--- src/rtl/nes_intc_pkg.sv ---
// Shared definitions for the interrupt entry path: sequencer states, stack-pointer mux
// codes and vector-mux/exception codes.
package nes_intc_pkg;

    typedef enum logic [2:0] {
        ST_IDLE     = 3'd0,
        ST_SWAP     = 3'd1,
        ST_DEC1     = 3'd2,
        ST_PUSH_PSR = 3'd3,
        ST_DEC2     = 3'd4,
        ST_PUSH_PC  = 3'd5,
        ST_LDVEC    = 3'd6,
        ST_DONE     = 3'd7
    } seq_state_t;

    localparam logic [1:0] SP_SAVED_USP = 2'b00;
    localparam logic [1:0] SP_PLUS_ONE  = 2'b01;
    localparam logic [1:0] SP_MINUS_ONE = 2'b10;
    localparam logic [1:0] SP_SAVED_SSP = 2'b11;

    localparam logic [1:0] EXC_ACV     = 2'b00;
    localparam logic [1:0] EXC_ILLEGAL = 2'b01;
    localparam logic [1:0] EXC_PRIV    = 2'b10;
    localparam logic [1:0] VEC_IRQ     = 2'b11;

    // Source index width; a single source still needs a 1-bit index.
    function automatic int idx_w(input int n);
        return (n > 1) ? $clog2(n) : 1;
    endfunction

endpackage

--- src/rtl/int_seq_if.sv ---
// Request/strobe bundle between the CPU control FSM, the push path, intc and int_seq.
interface int_seq_if #(parameter int NUM_SRC = 4);

    logic [NUM_SRC-1:0]   irq_req;
    logic [3*NUM_SRC-1:0] irq_pri;
    logic [8*NUM_SRC-1:0] irq_vec;
    logic                 exc_req;
    logic [1:0]           exc_type;
    logic                 boundary;
    logic                 cur_priv;
    logic [2:0]           cur_priority;
    logic                 push_ack;

    logic                 busy;
    logic                 done;
    logic [NUM_SRC-1:0]   irq_ack;
    logic                 push_req;
    logic                 push_sel;
    logic [2:0]           int_priority;
    logic [7:0]           int_vec;
    logic                 table_mux_sel;
    logic                 ld_vector;
    logic [1:0]           vector_mux;
    logic                 ld_priv;
    logic                 set_priv;
    logic                 ld_priority;
    logic                 psr_mux_sel;
    logic                 gate_psr;
    logic                 ld_saved_usp;
    logic                 ld_saved_ssp;
    logic                 gate_sp_en;
    logic [1:0]           sp_mux_sel;
    logic                 sr1_sel_r6;
    logic                 ld_r6;

    modport master (
        output irq_req, irq_pri, irq_vec, exc_req, exc_type, boundary,
               cur_priv, cur_priority, push_ack,
        input  busy, done, irq_ack, push_req, push_sel, int_priority, int_vec,
               table_mux_sel, ld_vector, vector_mux, ld_priv, set_priv, ld_priority,
               psr_mux_sel, gate_psr, ld_saved_usp, ld_saved_ssp, gate_sp_en,
               sp_mux_sel, sr1_sel_r6, ld_r6
    );

    modport slave (
        input  irq_req, irq_pri, irq_vec, exc_req, exc_type, boundary,
               cur_priv, cur_priority, push_ack,
        output busy, done, irq_ack, push_req, push_sel, int_priority, int_vec,
               table_mux_sel, ld_vector, vector_mux, ld_priv, set_priv, ld_priority,
               psr_mux_sel, gate_psr, ld_saved_usp, ld_saved_ssp, gate_sp_en,
               sp_mux_sel, sr1_sel_r6, ld_r6
    );

endinterface

--- src/rtl/int_arb.sv ---
// Combinational priority arbiter: highest priority wins, ties to the lowest index,
// eligible only when strictly above the current processor priority.
module int_arb
    import nes_intc_pkg::*;
#(
    parameter int NUM_SRC = 4,
    localparam int IW = idx_w(NUM_SRC)
) (
    input  logic [NUM_SRC-1:0]   i_req,
    input  logic [3*NUM_SRC-1:0] i_pri,
    input  logic [8*NUM_SRC-1:0] i_vec,
    input  logic [2:0]           i_cur_priority,
    output logic [IW-1:0]        o_idx,
    output logic [2:0]           o_pri,
    output logic [7:0]           o_vec,
    output logic                 o_eligible
);

    logic [IW-1:0] w_idx;
    logic [2:0]    w_pri;
    logic [7:0]    w_vec;

    // Strict '>' keeps the earliest index on ties and never selects priority 0.
    always_comb begin
        w_idx = '0;
        w_pri = '0;
        w_vec = '0;
        for (int i = 0; i < NUM_SRC; i++) begin
            if (i_req[i] && (i_pri[3*i +: 3] > w_pri)) begin
                w_idx = i[IW-1:0];
                w_pri = i_pri[3*i +: 3];
                w_vec = i_vec[8*i +: 8];
            end
        end
    end

    assign o_idx      = w_idx;
    assign o_pri      = w_pri;
    assign o_vec      = w_vec;
    assign o_eligible = (w_pri > i_cur_priority);

endmodule

--- src/rtl/int_seq.sv ---
// Trap entry sequencer: accepts an exception or interrupt at an instruction boundary and
// walks intc through stack swap, PSR/PC push and vector load.
//
// state    | meaning
// ---------+---------------------------------------------------------
// IDLE     | waiting for a boundary with an exception or eligible irq
// SWAP     | user trap: save R6 to saved_usp, load R6 from saved_ssp
// DEC1     | R6 <= R6 - 1 ahead of the PSR push
// PUSH_PSR | push old PSR, hold until push_ack
// DEC2     | R6 <= R6 - 1 ahead of the PC push
// PUSH_PC  | push PC, hold until push_ack
// LDVEC    | load vector/privilege/priority, ack the serviced source
// DONE     | table_vector valid, CPU fetches handler address
module int_seq
    import nes_intc_pkg::*;
#(
    parameter int NUM_SRC = 4
) (
    input  logic      clk,
    input  logic      rst,
    int_seq_if.slave  bus
);

    localparam int IW = idx_w(NUM_SRC);

    seq_state_t r_state, w_next;

    logic          r_is_irq;
    logic [1:0]    r_exc_type;
    logic [IW-1:0] r_idx;
    logic [2:0]    r_pri;
    logic [7:0]    r_vec;

    logic [IW-1:0] w_win_idx;
    logic [2:0]    w_win_pri;
    logic [7:0]    w_win_vec;
    logic          w_eligible;
    logic          w_accept;

    int_arb #(.NUM_SRC(NUM_SRC)) u_arb (
        .i_req          (bus.irq_req),
        .i_pri          (bus.irq_pri),
        .i_vec          (bus.irq_vec),
        .i_cur_priority (bus.cur_priority),
        .o_idx          (w_win_idx),
        .o_pri          (w_win_pri),
        .o_vec          (w_win_vec),
        .o_eligible     (w_eligible)
    );

    assign w_accept = (r_state == ST_IDLE) && bus.boundary && (bus.exc_req || w_eligible);

    always_ff @(posedge clk) begin
        if (rst) begin
            r_state    <= ST_IDLE;
            r_is_irq   <= 1'b0;
            r_exc_type <= '0;
            r_idx      <= '0;
            r_pri      <= '0;
            r_vec      <= '0;
        end else begin
            r_state <= w_next;
            if (w_accept) begin
                r_is_irq   <= !bus.exc_req;
                r_exc_type <= bus.exc_type;
                r_idx      <= w_win_idx;
                r_pri      <= w_win_pri;
                r_vec      <= w_win_vec;
            end
        end
    end

    // The privilege sampled at accept is captured by the choice of SWAP versus DEC1.
    always_comb begin
        w_next = r_state;
        case (r_state)
            ST_IDLE:     if (w_accept) w_next = bus.cur_priv ? ST_SWAP : ST_DEC1;
            ST_SWAP:     w_next = ST_DEC1;
            ST_DEC1:     w_next = ST_PUSH_PSR;
            ST_PUSH_PSR: if (bus.push_ack) w_next = ST_DEC2;
            ST_DEC2:     w_next = ST_PUSH_PC;
            ST_PUSH_PC:  if (bus.push_ack) w_next = ST_LDVEC;
            ST_LDVEC:    w_next = ST_DONE;
            ST_DONE:     w_next = ST_IDLE;
            default:     w_next = ST_IDLE;
        endcase
    end

    logic               w_done, w_push_req, w_push_sel, w_table_mux_sel, w_ld_vector;
    logic               w_ld_priv, w_ld_priority, w_gate_psr, w_ld_saved_usp;
    logic               w_gate_sp_en, w_sr1_sel_r6, w_ld_r6;
    logic [1:0]         w_vector_mux, w_sp_mux_sel;
    logic [NUM_SRC-1:0] w_irq_ack;

    always_comb begin
        w_done          = 1'b0;
        w_push_req      = 1'b0;
        w_push_sel      = 1'b0;
        w_table_mux_sel = 1'b0;
        w_ld_vector     = 1'b0;
        w_ld_priv       = 1'b0;
        w_ld_priority   = 1'b0;
        w_gate_psr      = 1'b0;
        w_ld_saved_usp  = 1'b0;
        w_gate_sp_en    = 1'b0;
        w_sr1_sel_r6    = 1'b0;
        w_ld_r6         = 1'b0;
        w_vector_mux    = 2'b00;
        w_sp_mux_sel    = SP_SAVED_USP;
        w_irq_ack       = '0;
        case (r_state)
            ST_SWAP: begin
                w_sr1_sel_r6   = 1'b1;
                w_ld_saved_usp = 1'b1;
                w_gate_sp_en   = 1'b1;
                w_sp_mux_sel   = SP_SAVED_SSP;
                w_ld_r6        = 1'b1;
            end
            ST_DEC1, ST_DEC2: begin
                w_sr1_sel_r6 = 1'b1;
                w_gate_sp_en = 1'b1;
                w_sp_mux_sel = SP_MINUS_ONE;
                w_ld_r6      = 1'b1;
            end
            ST_PUSH_PSR: begin
                w_push_req = 1'b1;
                w_gate_psr = 1'b1;
            end
            ST_PUSH_PC: begin
                w_push_req = 1'b1;
                w_push_sel = 1'b1;
            end
            ST_LDVEC: begin
                w_ld_vector     = 1'b1;
                w_table_mux_sel = 1'b1;
                w_ld_priv       = 1'b1;
                if (r_is_irq) begin
                    w_vector_mux  = VEC_IRQ;
                    w_ld_priority = 1'b1;
                    for (int i = 0; i < NUM_SRC; i++)
                        w_irq_ack[i] = (r_idx == i[IW-1:0]);
                end else begin
                    w_vector_mux = r_exc_type;
                end
            end
            ST_DONE: w_done = 1'b1;
            default: ;
        endcase
    end

    assign bus.busy          = (r_state != ST_IDLE);
    assign bus.done          = w_done;
    assign bus.irq_ack       = w_irq_ack;
    assign bus.push_req      = w_push_req;
    assign bus.push_sel      = w_push_sel;
    assign bus.int_priority  = r_pri;
    assign bus.int_vec       = r_vec;
    assign bus.table_mux_sel = w_table_mux_sel;
    assign bus.ld_vector     = w_ld_vector;
    assign bus.vector_mux    = w_vector_mux;
    assign bus.ld_priv       = w_ld_priv;
    assign bus.set_priv      = 1'b0;
    assign bus.ld_priority   = w_ld_priority;
    assign bus.psr_mux_sel   = 1'b0;
    assign bus.gate_psr      = w_gate_psr;
    assign bus.ld_saved_usp  = w_ld_saved_usp;
    assign bus.ld_saved_ssp  = 1'b0;
    assign bus.gate_sp_en    = w_gate_sp_en;
    assign bus.sp_mux_sel    = w_sp_mux_sel;
    assign bus.sr1_sel_r6    = w_sr1_sel_r6;
    assign bus.ld_r6         = w_ld_r6;

endmodule

--- src/flat_wrapper.sv ---
// flat-port wrapper written by rule: the top's interface ports become plain ports
module int_seq_flat import nes_intc_pkg::*;
#(
    parameter int NUM_SRC = 4
)
  (clk, rst, bus_irq_req, bus_irq_pri, bus_irq_vec, bus_exc_req, bus_exc_type, bus_boundary, bus_cur_priv, bus_cur_priority, bus_push_ack, bus_busy, bus_done, bus_irq_ack, bus_push_req, bus_push_sel, bus_int_priority, bus_int_vec, bus_table_mux_sel, bus_ld_vector, bus_vector_mux, bus_ld_priv, bus_set_priv, bus_ld_priority, bus_psr_mux_sel, bus_gate_psr, bus_ld_saved_usp, bus_ld_saved_ssp, bus_gate_sp_en, bus_sp_mux_sel, bus_sr1_sel_r6, bus_ld_r6);
  int_seq_if #(.NUM_SRC(NUM_SRC)) bus_i ();
  input  logic clk;
  input  logic rst;
  input wire logic [$bits(bus_i.irq_req)-1:0] bus_irq_req;
  input wire logic [$bits(bus_i.irq_pri)-1:0] bus_irq_pri;
  input wire logic [$bits(bus_i.irq_vec)-1:0] bus_irq_vec;
  input wire logic [$bits(bus_i.exc_req)-1:0] bus_exc_req;
  input wire logic [$bits(bus_i.exc_type)-1:0] bus_exc_type;
  input wire logic [$bits(bus_i.boundary)-1:0] bus_boundary;
  input wire logic [$bits(bus_i.cur_priv)-1:0] bus_cur_priv;
  input wire logic [$bits(bus_i.cur_priority)-1:0] bus_cur_priority;
  input wire logic [$bits(bus_i.push_ack)-1:0] bus_push_ack;
  output wire logic [$bits(bus_i.busy)-1:0] bus_busy;
  output wire logic [$bits(bus_i.done)-1:0] bus_done;
  output wire logic [$bits(bus_i.irq_ack)-1:0] bus_irq_ack;
  output wire logic [$bits(bus_i.push_req)-1:0] bus_push_req;
  output wire logic [$bits(bus_i.push_sel)-1:0] bus_push_sel;
  output wire logic [$bits(bus_i.int_priority)-1:0] bus_int_priority;
  output wire logic [$bits(bus_i.int_vec)-1:0] bus_int_vec;
  output wire logic [$bits(bus_i.table_mux_sel)-1:0] bus_table_mux_sel;
  output wire logic [$bits(bus_i.ld_vector)-1:0] bus_ld_vector;
  output wire logic [$bits(bus_i.vector_mux)-1:0] bus_vector_mux;
  output wire logic [$bits(bus_i.ld_priv)-1:0] bus_ld_priv;
  output wire logic [$bits(bus_i.set_priv)-1:0] bus_set_priv;
  output wire logic [$bits(bus_i.ld_priority)-1:0] bus_ld_priority;
  output wire logic [$bits(bus_i.psr_mux_sel)-1:0] bus_psr_mux_sel;
  output wire logic [$bits(bus_i.gate_psr)-1:0] bus_gate_psr;
  output wire logic [$bits(bus_i.ld_saved_usp)-1:0] bus_ld_saved_usp;
  output wire logic [$bits(bus_i.ld_saved_ssp)-1:0] bus_ld_saved_ssp;
  output wire logic [$bits(bus_i.gate_sp_en)-1:0] bus_gate_sp_en;
  output wire logic [$bits(bus_i.sp_mux_sel)-1:0] bus_sp_mux_sel;
  output wire logic [$bits(bus_i.sr1_sel_r6)-1:0] bus_sr1_sel_r6;
  output wire logic [$bits(bus_i.ld_r6)-1:0] bus_ld_r6;
  assign bus_i.irq_req = bus_irq_req;
  assign bus_i.irq_pri = bus_irq_pri;
  assign bus_i.irq_vec = bus_irq_vec;
  assign bus_i.exc_req = bus_exc_req;
  assign bus_i.exc_type = bus_exc_type;
  assign bus_i.boundary = bus_boundary;
  assign bus_i.cur_priv = bus_cur_priv;
  assign bus_i.cur_priority = bus_cur_priority;
  assign bus_i.push_ack = bus_push_ack;
  assign bus_busy = bus_i.busy;
  assign bus_done = bus_i.done;
  assign bus_irq_ack = bus_i.irq_ack;
  assign bus_push_req = bus_i.push_req;
  assign bus_push_sel = bus_i.push_sel;
  assign bus_int_priority = bus_i.int_priority;
  assign bus_int_vec = bus_i.int_vec;
  assign bus_table_mux_sel = bus_i.table_mux_sel;
  assign bus_ld_vector = bus_i.ld_vector;
  assign bus_vector_mux = bus_i.vector_mux;
  assign bus_ld_priv = bus_i.ld_priv;
  assign bus_set_priv = bus_i.set_priv;
  assign bus_ld_priority = bus_i.ld_priority;
  assign bus_psr_mux_sel = bus_i.psr_mux_sel;
  assign bus_gate_psr = bus_i.gate_psr;
  assign bus_ld_saved_usp = bus_i.ld_saved_usp;
  assign bus_ld_saved_ssp = bus_i.ld_saved_ssp;
  assign bus_gate_sp_en = bus_i.gate_sp_en;
  assign bus_sp_mux_sel = bus_i.sp_mux_sel;
  assign bus_sr1_sel_r6 = bus_i.sr1_sel_r6;
  assign bus_ld_r6 = bus_i.ld_r6;
  int_seq #(.NUM_SRC(NUM_SRC)) u_core (.clk(clk), .rst(rst), .bus(bus_i));
endmodule
--- config.mk ---
export PLATFORM = sky130hd
export DESIGN_NAME = int_seq_flat
export DESIGN_NICKNAME = d
export VERILOG_FILES = /design/src/rtl/nes_intc_pkg.sv /design/src/rtl/int_seq_if.sv /design/src/rtl/int_arb.sv /design/src/rtl/int_seq.sv /design/src/flat_wrapper.sv
export SDC_FILE = /design/constraint.sdc
export NUM_CORES = 1
export LEC_CHECK = 0
export CORE_MARGIN = 4
export CORE_UTILIZATION = 35
export CTS_CLUSTER_SIZE = 16
export DETAILED_ROUTE_END_ITERATION = 16
export GPL_TIMING_DRIVEN = 0
export PLACE_DENSITY = 0.82
export SLEW_MARGIN = 20
export SYNTH_ARGS = -nofsm -noshare
export SYNTH_HDL_FRONTEND = slang
export SYNTH_SLANG_ARGS = --single-unit
--- constraint.sdc ---
create_clock -name clk -period 6.3 [get_ports clk]
set_clock_uncertainty 0.1 [all_clocks]
set_input_delay 1.26 -clock clk [delete_from_list [all_inputs] [get_ports clk]]
set_output_delay 1.26 -clock clk [all_outputs]
set_load 0.005 [all_outputs]
==> results of run 1 <==
## critical path, delay by kind of cell
kind / cells / cell delay (ns)
AND/OR/NAND/NOR: 7 / 0.69
buffers and inverters: 6 / 0.91
adder cells (fa/ha/maj): 4 / 0.89
AO/OA/AOI/OAI: 11 / 2.29
multiplexers: 1 / 0.34
## cells by family (layout without fill, tap and decap cells)
| group | Yosys count | count (layout) | share of synthesized area [%] |
|---|---|---|---|
| xor+xnor | 1 | 1 | 0.527 |
| compound gates | 61 | 61 | 29.8 |
| buf+inv | 28 | 147 | 8.50 |
| mux | 7 | 7 | 4.51 |
| other cells | 1 | 3 | 0.226 |
| simple gates | 90 | 90 | 26.0 |
| fa+ha+maj | 10 | 10 | 7.52 |
| flops | 19 | 19 | 22.9 |
## synth_stat cells, drive strengths merged, types with 2 or more instances
cell type	n	area share, %
a211oi	12	5.4
clkbuf	7	1.6
o2111ai	7	3.7
nor3	8	2.7
nand2	25	5.6
dfxtp	19	23
nand2b	2	0.75
nand3	4	1.2
and2	3	1.2
and3	3	1.2
o211a	8	4.8
mux2	4	2.7
o21ai	6	1.8
nor2	34	7.7
nor2b	3	1.6
o31a	2	1.1
o211ai	2	1.7
o21a	5	2.3
a21o	4	1.9
nor3b	4	1.8
mux2i	3	1.8
inv	8	1.8
ha	10	7.5
buf	13	5.1
a21oi	8	2.4
## area by class of cell
cell class	instances	area [sq um]
well taps	52	65.1
clock buffers	3	41.3
clock inverters	1	5.00
fillers	320	1260
repair buffers	116	1140
flip-flops and latches	19	380
inverters	8	30.0
plain buffers	19	143
multi-input cells	172	1410
## per-stage QoR
step | cells | total power [mW] | setup TNS (ns)
2_1_floorplan | 219 | 0.295 | 0
3_3_place_gp | 361 | 0.404 | -16.90
3_5_place_dp | 361 | 0.410 | -18.73
4_1_cts | 383 | 0.553 | 0
5_1_grt | 390 | 0.634 | -0.725
6_report | 390 | 0.606 | 0
## layer usage
| layer | vias to the layer above | GRT usage [%] |
|---|---|---|
| met1 | 1010 | 25.1 |
| li1 | 1022 | - |
| met3 | 10 | 6.32 |
| met4 | 0 | 7.97 |
| met5 | - | 0 |
| met2 | 96 | 36.6 |
## where the power goes
part,internal [mW],switching [mW],total (mW),leakage (nW)
clock network,0.0442,0.0482,0.0924,0.0255
registers,0.137,0.0115,0.149,0.156
logic,0.205,0.159,0.364,1.14
total,0.387,0.219,0.606,1.32
## registers in the layout, summed over array words and instances (netlist names)
register / cells
u_core.r_idx: 2
u_core.bus.int_priority: 3
u_core.r_state: 3
u_core.bus.int_vec: 8
u_core.r_is_irq: 1
u_core.r_exc_type: 2
## worst max path at each step
stage	start	endpoint	slack, ns	depth (start not counted)
finish	bus_irq_pri[0]	u_core.bus.int_vec[0]	0.03	29
global route	bus_irq_pri[0]	u_core.bus.int_vec[0]	-0.12	29
CTS	bus_irq_pri[2]	u_core.bus.int_priority[1]	0.0006	27
detailed placement	bus_irq_req[0]	u_core.bus.int_vec[3]	-1.19	26
global placement	bus_irq_req[0]	u_core.bus.int_vec[1]	-1.09	28
floorplan	bus_irq_pri[0]	u_core.bus.int_vec[0]	0.003	25
## repair_timing
action                                 CTS  global route
hold buffers                             0             0
pin swaps                               16            21
setup buffers                           17             8
setup endpoints to repair               18            17
cloned                                   1             0
endpoints found under the hold margin    0             0
gates resized for setup                 40            24
==> results by group, run 1 <==
Run status
  • Status: complete, no violations

Placement
  • Routability Congestion: 0.869
  • Dpl ws: -1.19 ns
  • I/O Buffers: 90
  • Placed Area: 2700 sq um
  • Dpl hpwl: 4410 um

Die
  • Die area: 5920 sq um
  • Top-level port count: 94
  • Starting Density: 37.2%
  • Die width: 76.9 um
  • Core area: 4470 sq um
  • Chip height: 76.9 um
  • Rows: 24

STA
  • Final hold vios: 0
  • Slew HR: 50.4%
  • Period utilization: roughly 100%
  • Setup ws final: around 0.031 ns
  • Hold slack: 0.406 ns
  • Max Freq: 0.160 GHz
  • Slew @ Worst Pin: 0.744 ns
  • Final Critical Period: 6.27 ns
  • Max Slew Vio Count: 0
  • Setup Viol. Count Final: 0

Detailed routing
  • Vias per cell: 5.48
  • Wire per inst: 17.6 um
  • Final wirelength: 6870 um
  • Met2 WL post-DR: 3560 um
  • DR pass1 iterations: 4
  • M1 wire length: 2650 um
  • Met3 wire length: 567 um
  • Highest metal used: met4
  • DRC: 0
  • Number of routed nets with antenna violations: 0
  • Number of DRC markers in iteration 0: approximately 190
  • Via count: 2138

Clocking
  • Max clock buf depth: 2
  • CTS tree: yes
  • H-Tree Depth: 1
  • TritonCTS Sinks: 19
  • Worst-Skew Late Latency: 0.26 ns
  • Root Buffer Master: clkbuf_8
  • TritonCTS Buffers: 3
  • Clock slew at reported path FFs: 0.09 ns

Power
  • Max IR drop VDD: 0.153 mV
  • PwrDens: between 150 and 200 nW/um^2
  • LEAKAGE: around 1.3 nW

Worst setup path
  • CP peak stage delay: 0.34 ns
  • FF-to-FF path depth: 6
  • Cell repeated most along the worst path: ha_4
  • Worst r2r dst: u_core.bus.int_priority[1]
  • Reg-to-Reg Start: u_core.r_state[0]
  • Critical Path RT: 6.42 ns
  • CP Launch Type: input port
  • Slowest library cell on the worst path: mux2_4
  • Reg2Reg Setup Slack: 4.58 ns
  • WS Path Type: in -> reg
  • Crit path capture type: flip-flop
  • Critical path arrival: 6.39 ns
  • Max FO, Critical Path: 7

Min path
  • Min-Delay Path Depth: 2
  • Worst Hold Class: reg -> reg
  • Hold Path Origin: u_core.bus.int_priority[2]
  • Hold path endpoint: u_core.bus.int_priority[2]

Global route
  • Total gr overflow: 0
  • Initial antenna violation count: 0
  • First-pass GRT wire length: about 10000 um
  • Vias in the first global route: 2159
  • Largest net degree at the start of global routing: 12
  • Total GRT Usage: around a fifth

Synth
  • Ys Warns: 0
  • Mapped Area: between 1500 and 2000 sq um
  • Asr flop ratio synth: 0%
  • Seq/Total Area, Yosys: 22.9%
  • Post-synth EDFFs: 0
  • Syn Inst Count: around 220
  • Avg Cell Area, Syn: 7.66 sq um
  • Cell variety after synth: 47
  • Predominant post-synthesis flop cell: dfxtp_1
  • Yosys reg bits: 19

Job
  • Max-capacitance violation count: 0

Finish
  • Nets: 408
  • Share of cells above drive strength 1: 27.5%
  • Ant diodes: 0
  • Area growth syn-to-layout: 93.2%
  • Commonest cells after routing, fill and taps aside: clkdlybuf4s50_1 (83), buf_4 (31), nor2_1 (29)
  • Final Util: 71.8%
  • Cell area after layout: 3210 sq um
  • Most common cell after layout, fill and taps aside: clkdlybuf4s50_1
Note: power is estimated with default switching activity, not from simulation.
==> run 2: changes to the inputs <==
Settings changed: GPL_TIMING_DRIVEN 0 to default, HOLD_SLACK_MARGIN from default to 0.05.
==> run 2 against run 1 <==
  * Final cell count shrank 4.9%
  * Maximum frequency grew 3.1%
  * Sequential share of layout area grew 1.1 points
  * Global-route usage shrank 3.1 points
==> results by group, run 2 (synthesis results as in run 1) <==
STA
  • Max Slew Vio Count: 0 (unchanged)
  • Period utilization: 96.5% (-3.0 points)
  • Max Freq: 0.164 GHz (+3.1%)
  • Setup Viol. Count Final: 0 (unchanged)
  • Final Critical Period: 6.08 ns (-0.188 ns)
  • Slew @ Worst Pin: 1.06 ns (+0.316 ns)
  • Slew HR: 29.1% (-21 points)
  • Final setup TNS: 0 ns (unchanged)
  • Setup ws final: 0.220 ns (+0.188 ns)
  • Final hold vios: 0 (unchanged)

Detailed routing
  • Final wirelength: 5580 um (-19%)
  • Via count: 1971 (-7.8%)
  • DRC: 0 (unchanged)
  • Number of DRC markers in iteration 0: 92 (-52%)
  • Number of routed nets with antenna violations: 0 (unchanged)
  • Vias per cell: 5.31 (-3.1%)
  • Wire per inst: 15.0 um (-15%)
  • DR pass1 iterations: 4 (unchanged)

Global route
  • First-pass GRT wire length: 9090 um (-13%)
  • Initial antenna violation count: 0 (unchanged)
  • Largest net degree at the start of global routing: 22 (+10)
  • Total GRT Usage: 18.3% (-3.1 points)
  • Vias in the first global route: 2007 (-7.0%)
  • Total gr overflow: 0 (unchanged)

Worst setup path
  • Critical path arrival: 6.19 ns (-0.20 ns)
  • Critical Path RT: 6.41 ns (about the same)
  • Cell repeated most along the worst path: ha_4
  • CP peak stage delay: 0.33 ns (about the same)
  • Max FO, Critical Path: 8 (+1)
  • CP Launch Type: input port
  • Slowest library cell on the worst path: mux2_4
  • WS Path Type: in -> reg
  • Crit path capture type: flip-flop

Power
  • LEAKAGE: 1.23 nW (-6.3%)
  • PwrDens: 178 nW/um^2 (-5.7%)
  • Max IR drop VDD: 0.160 mV (+4.8%)

Die
  • Starting Density: 37.2% (unchanged)
  • Chip height: 76.9 um (unchanged)
  • Core area: 4470 sq um (unchanged)
  • Top-level port count: 94 (unchanged)
  • Die area: 5920 sq um (unchanged)
  • Die width: 76.9 um (unchanged)
  • Rows: 24 (unchanged)

Placement
  • DP Cell Count: 360 (-0.28%)
  • Dpl hpwl: 4120 um (-6.6%)
  • I/O Buffers: 90 (unchanged)
  • Routability Congestion: 0.888 (+2.2%)
  • Placed Area: 2710 sq um (+0.37%)
  • Dpl ws: -0.402 ns (+0.785 ns)

Finish
  • Ant diodes: 0 (unchanged)
  • Max reg flops: 8 (unchanged)
  • Nets: 389 (-4.7%)
  • Cell area after layout: 2940 sq um (-8.5%)
  • Final non-filler cell total: 371 (-4.9%)
  • Final Util: 65.7% (-6.1 points)
  • Commonest cells after routing, fill and taps aside: clkdlybuf4s50_1 (83), nor2_1 (30), nand2_1 (23), buf_4 (23), dfxtp_1 (19)
  • Area growth syn-to-layout: 76.7%
  • Most common cell after layout, fill and taps aside: clkdlybuf4s50_1
  • Share of cells above drive strength 1: 21.9% (-5.6 points)

Run status
  • Status: complete, no violations

Clocking
  • H-Tree Depth: 1 (unchanged)
  • Root Buffer Master: clkbuf_8
  • CTS tree: yes
  • TritonCTS Sinks: 19 (unchanged)
  • Clock slew at reported path FFs: 0.07 ns (-0.02 ns)
  • Max clock buf depth: 2 (unchanged)
  • Worst-Skew Late Latency: 0.26 ns (about the same)
  • TritonCTS Buffers: 3 (unchanged)

Min path
  • Worst Hold Class: reg -> reg

Job
  • Max-capacitance violation count: 0 (unchanged)
run 2: cell count changes in the layout (fill, tap and decap cells not counted), moves of 3 or more:
cell            change
ha_1                +4
buf_12              -3
a21oi_1             +3
clkbuf_1            -5
buf_4               -8
ha_4                -3
dlymetal6s2s_1      +3
run 2: cell type report:
class                   instances  area [sq um]
multi-input cells             172          1310
fillers                       380          1540
repair buffers                116          1100
flip-flops and latches         19           380
clock buffers                   3          41.3
well taps                      52          65.1
clock inverters                 1          5.00
inverters                       8          30.0
run 2: final timing paths:
check / startpoint / end / slack [ns] / cells after the start
worst max register to register: u_core.r_state[2] / u_core.bus.int_vec[5] / 4.47 / 5
worst min register to register: u_core.r_exc_type[1] / u_core.r_exc_type[1] / 0.40 / 2
worst min-delay path: u_core.r_exc_type[1] / u_core.r_exc_type[1] / 0.40 / 2
worst max-delay path: bus_irq_pri[2] / u_core.bus.int_vec[0] / 0.22 / 27
run 2: metrics by stage:
step                      total power, mW  hold slack [ns]
after floorplan                     0.295            0.362
after global placement              0.405            0.377
after detailed placement            0.410            0.388
after CTS                           0.508            0.405
after global routing                0.558            0.441
final                               0.523            0.400
run 2: report_power, final:
group / total (mW) / switching (mW) / internal [mW] / leakage, nW
registers: 0.154 / 0.0161 / 0.138 / 0.156
logic: 0.284 / 0.121 / 0.162 / 1.05
clock network: 0.0857 / 0.0417 / 0.0440 / 0.0255
run 2: critical path: cells and delay by family:
kind / cells / cell delay [ns]
AOI/OAI and AO/OA: 11 / 2.29
adders and majority gates: 4 / 1.02
buffers and inverters: 3 / 0.51
muxes: 1 / 0.33
and+or+nand+nor: 8 / 0.77
run 2: repair_timing:
action / CTS / global route
setup endpoints to repair: 15 / 18
hold buffers: 0 / 0
pin swaps: 18 / 17
gates resized for setup: 17 / 21
gates cloned: 0 / 0
buffers inserted: 3 / 4
run 2: per-layer routing:
metal / track usage, % / share of wire [%] / vias up / wire (um)
met5: 0 / 0 / - / 0
met4: 4.71 / 1.6 / 0 / 88
met3: 5.04 / 7.6 / 8 / 422
met2: 31.2 / 49 / 89 / 2720
met1: 22.6 / 42 / 896 / 2350
li1: - / - / 978 / -
==> run 3: changes to the inputs <==
Settings changed: CORE_UTILIZATION 35 to 45, DONT_BUFFER_PORTS from default to 1, PLACE_DENSITY 0.82 to 0.67.
==> run 3 against run 2 <==
  * Global-route usage about the same
  * Highest routed layer unchanged
  * Critical endpoint unchanged
  * Routed wire length is 21% lower
  * Setup slack better by 0.040 ns
  * Register-to-register slack hardly changed
  * Clock power is 2% lower
  * Final area fell by 40%
==> results by group, run 3 (synthesis results as in run 1) <==
Finish
  • Commonest cells after routing, fill and taps aside: nor2_1 (32), nand2_1 (25), dfxtp_1 (19)
  • Ant diodes: 0 (unchanged)
  • Nets: 279 (-28%)
  • Area growth syn-to-layout: 5.87%
  • Most common cell after layout, fill and taps aside: nor2_1
  • Max reg flops: 8 (unchanged)
  • Share of cells above drive strength 1: 14.4% (-7.6 points)

Clocking
  • Root Buffer Master: clkbuf_8
  • TritonCTS Sinks: 19 (unchanged)
  • TritonCTS Buffers: 3 (unchanged)
  • Max clock buf depth: 2 (unchanged)
  • Post-CTS Hold Buffers: 0 (unchanged)
  • H-Tree Depth: 1 (unchanged)
  • Clock slew at reported path FFs: 0.07 ns (about the same)
  • Number of setup buffers added after CTS: 0 (-3)
  • Worst-Skew Late Latency: 0.25 ns (about the same)
  • CTS tree: yes

Detailed routing
  • Number of routed nets with antenna violations: 0 (unchanged)
  • Wire per inst: 17.4 um (+15%)
  • Vias per cell: 6.09 (+15%)
  • DR pass1 iterations: 4 (unchanged)
  • Via count: 1553 (-21%)
  • Final wirelength: 4430 um (-21%)
  • DRC: 0 (unchanged)
  • Number of DRC markers in iteration 0: 49 (-47%)

Worst setup path
  • WS Path Type: in -> reg
  • Critical Path RT: 6.40 ns (about the same)
  • Critical path arrival: 6.14 ns (-0.05 ns)
  • Max FO, Critical Path: 22 (+14)
  • Crit path capture type: flip-flop
  • CP Launch Type: input port

Die
  • Starting Density: 48.3% (+11 points)
  • Die width: 68.8 um (-11%)
  • Die area: 4730 sq um (-20%)
  • Rows: 21 (-13%)
  • Chip height: 68.8 um (-11%)
  • Core area: 3440 sq um (-23%)
  • Top-level port count: 94 (unchanged)

STA
  • Final Critical Period: 6.04 ns (-0.0403 ns)
  • Max Slew Vio Count: 0 (unchanged)
  • Setup Viol. Count Final: 0 (unchanged)
  • Final hold vios: 0 (unchanged)
  • Hold slack: 0.405 ns (+0.00448 ns)
  • RSZ-0062 raised after global routing: false
  • Final setup TNS: 0 ns (unchanged)
  • Period utilization: 95.9% (-0.64 points)
  • Max Freq: 0.166 GHz (+0.67%)

Global route
  • First-pass GRT wire length: 6660 um (-27%)
  • Total gr overflow: 0 (unchanged)
  • Initial antenna violation count: 0 (unchanged)
  • Vias in the first global route: 1526 (-24%)
  • Largest net degree at the start of global routing: 23 (+4.5%)
  • Total GRT Usage: 18.3% (+0.034 points)

Placement
  • Routability Congestion: 0.766 (-14%)
  • Dpl hpwl: 3530 um (-14%)
  • I/O Buffers: 0 (-100%)

Power
  • Max IR drop VDD: 0.152 mV (-4.7%)
  • PwrDens: 228 nW/um^2 (+28%)
  • LEAKAGE: 0.750 nW (-39%)

Min path
  • Worst Hold Class: reg -> reg

Run status
  • Status: complete, no violations

Job
  • Max-capacitance violation count: 0 (unchanged)
-- run 3: cell count changes in the layout (fill, tap and decap cells not counted), sizes merged --
cell           previous run  this run
clkdlybuf4s50            83         0
clkdlybuf4s15             2         0
buf                      26         6
clkinv                    1         0
clkbuf                    5         4
dlymetal6s2s              3         0
-- run 3: layout make-up --
type	count	area, sq um
multi-input cells	172	1200
well taps	46	57.6
clock buffers	4	45.0
flip-flops and latches	19	380
repair buffers	6	45.0
fillers	357	1680
inverters	8	30.0
-- run 3: path summary, 6_finish.rpt --
check                            start               endpoint  slack, ns  cells after the start
setup / recovery        bus_irq_pri[2]  u_core.bus.int_vec[0]       0.26                     26
hold reg to reg   u_core.r_exc_type[1]   u_core.r_exc_type[1]       0.40                      2
setup reg to reg     u_core.r_state[0]  u_core.bus.int_vec[0]       4.47                      6
hold / removal    u_core.r_exc_type[1]   u_core.r_exc_type[1]       0.40                      2
-- run 3: repair_timing --
action	4_1_cts	5_1_grt
endpoints found under the setup margin	0	7
gates resized for setup	0	1
endpoints found under the hold margin	0	0
-- run 3: metal layers --
metal	up-vias	global-route usage [%]	part of all wire [%]
li1	757	-	-
met1	726	19.5	39
met2	68	34.2	50
met3	2	7.13	11
met4	0	3.41	0.23
met5	-	0	0
-- run 3: per-stage QoR --
stage               total power [mW]  setup slack [ns]  cell area, sq um  cells  util (%)
detailed placement             0.317            0.0226              1710    251      49.6
global placement               0.309             0.189              1710    251      49.6
floorplan                      0.295           0.00317              1740    219         -
finish                         0.401             0.260              1760    255      51.1
CTS                            0.404             0.275              1750    255      50.9
global route                   0.432            0.0246              1760    255      51.1
-- run 3: power breakdown --
group | switching [mW] | internal (mW)
clock network | 0.0394 | 0.0449
registers | 0.0185 | 0.138
logic | 0.0884 | 0.0722
total | 0.146 | 0.255
-- run 3: worst max-delay path: stages --
cell and delay, ns:
nand2_1 0.07, ha_1 0.33, nor2_1 0.07, a31o_2 0.24, nor2_2 0.12, mux2_4 0.32
ha_1 0.28, nor2_1 0.05, a32o_1 0.21, o211ai_1 0.23, mux2_2 0.39, ha_1 0.18
nor2b_1 0.12, o21a_1 0.18, o211ai_4 0.12, nor2_2 0.17, a21oi_1 0.07, ha_1 0.32
nor2b_1 0.13, o21ai_0 0.10, a32oi_2 0.21, o211a_1 0.19, buf_4 0.27, nor2_1 0.07
a211oi_1 0.25, o211a_1 0.18
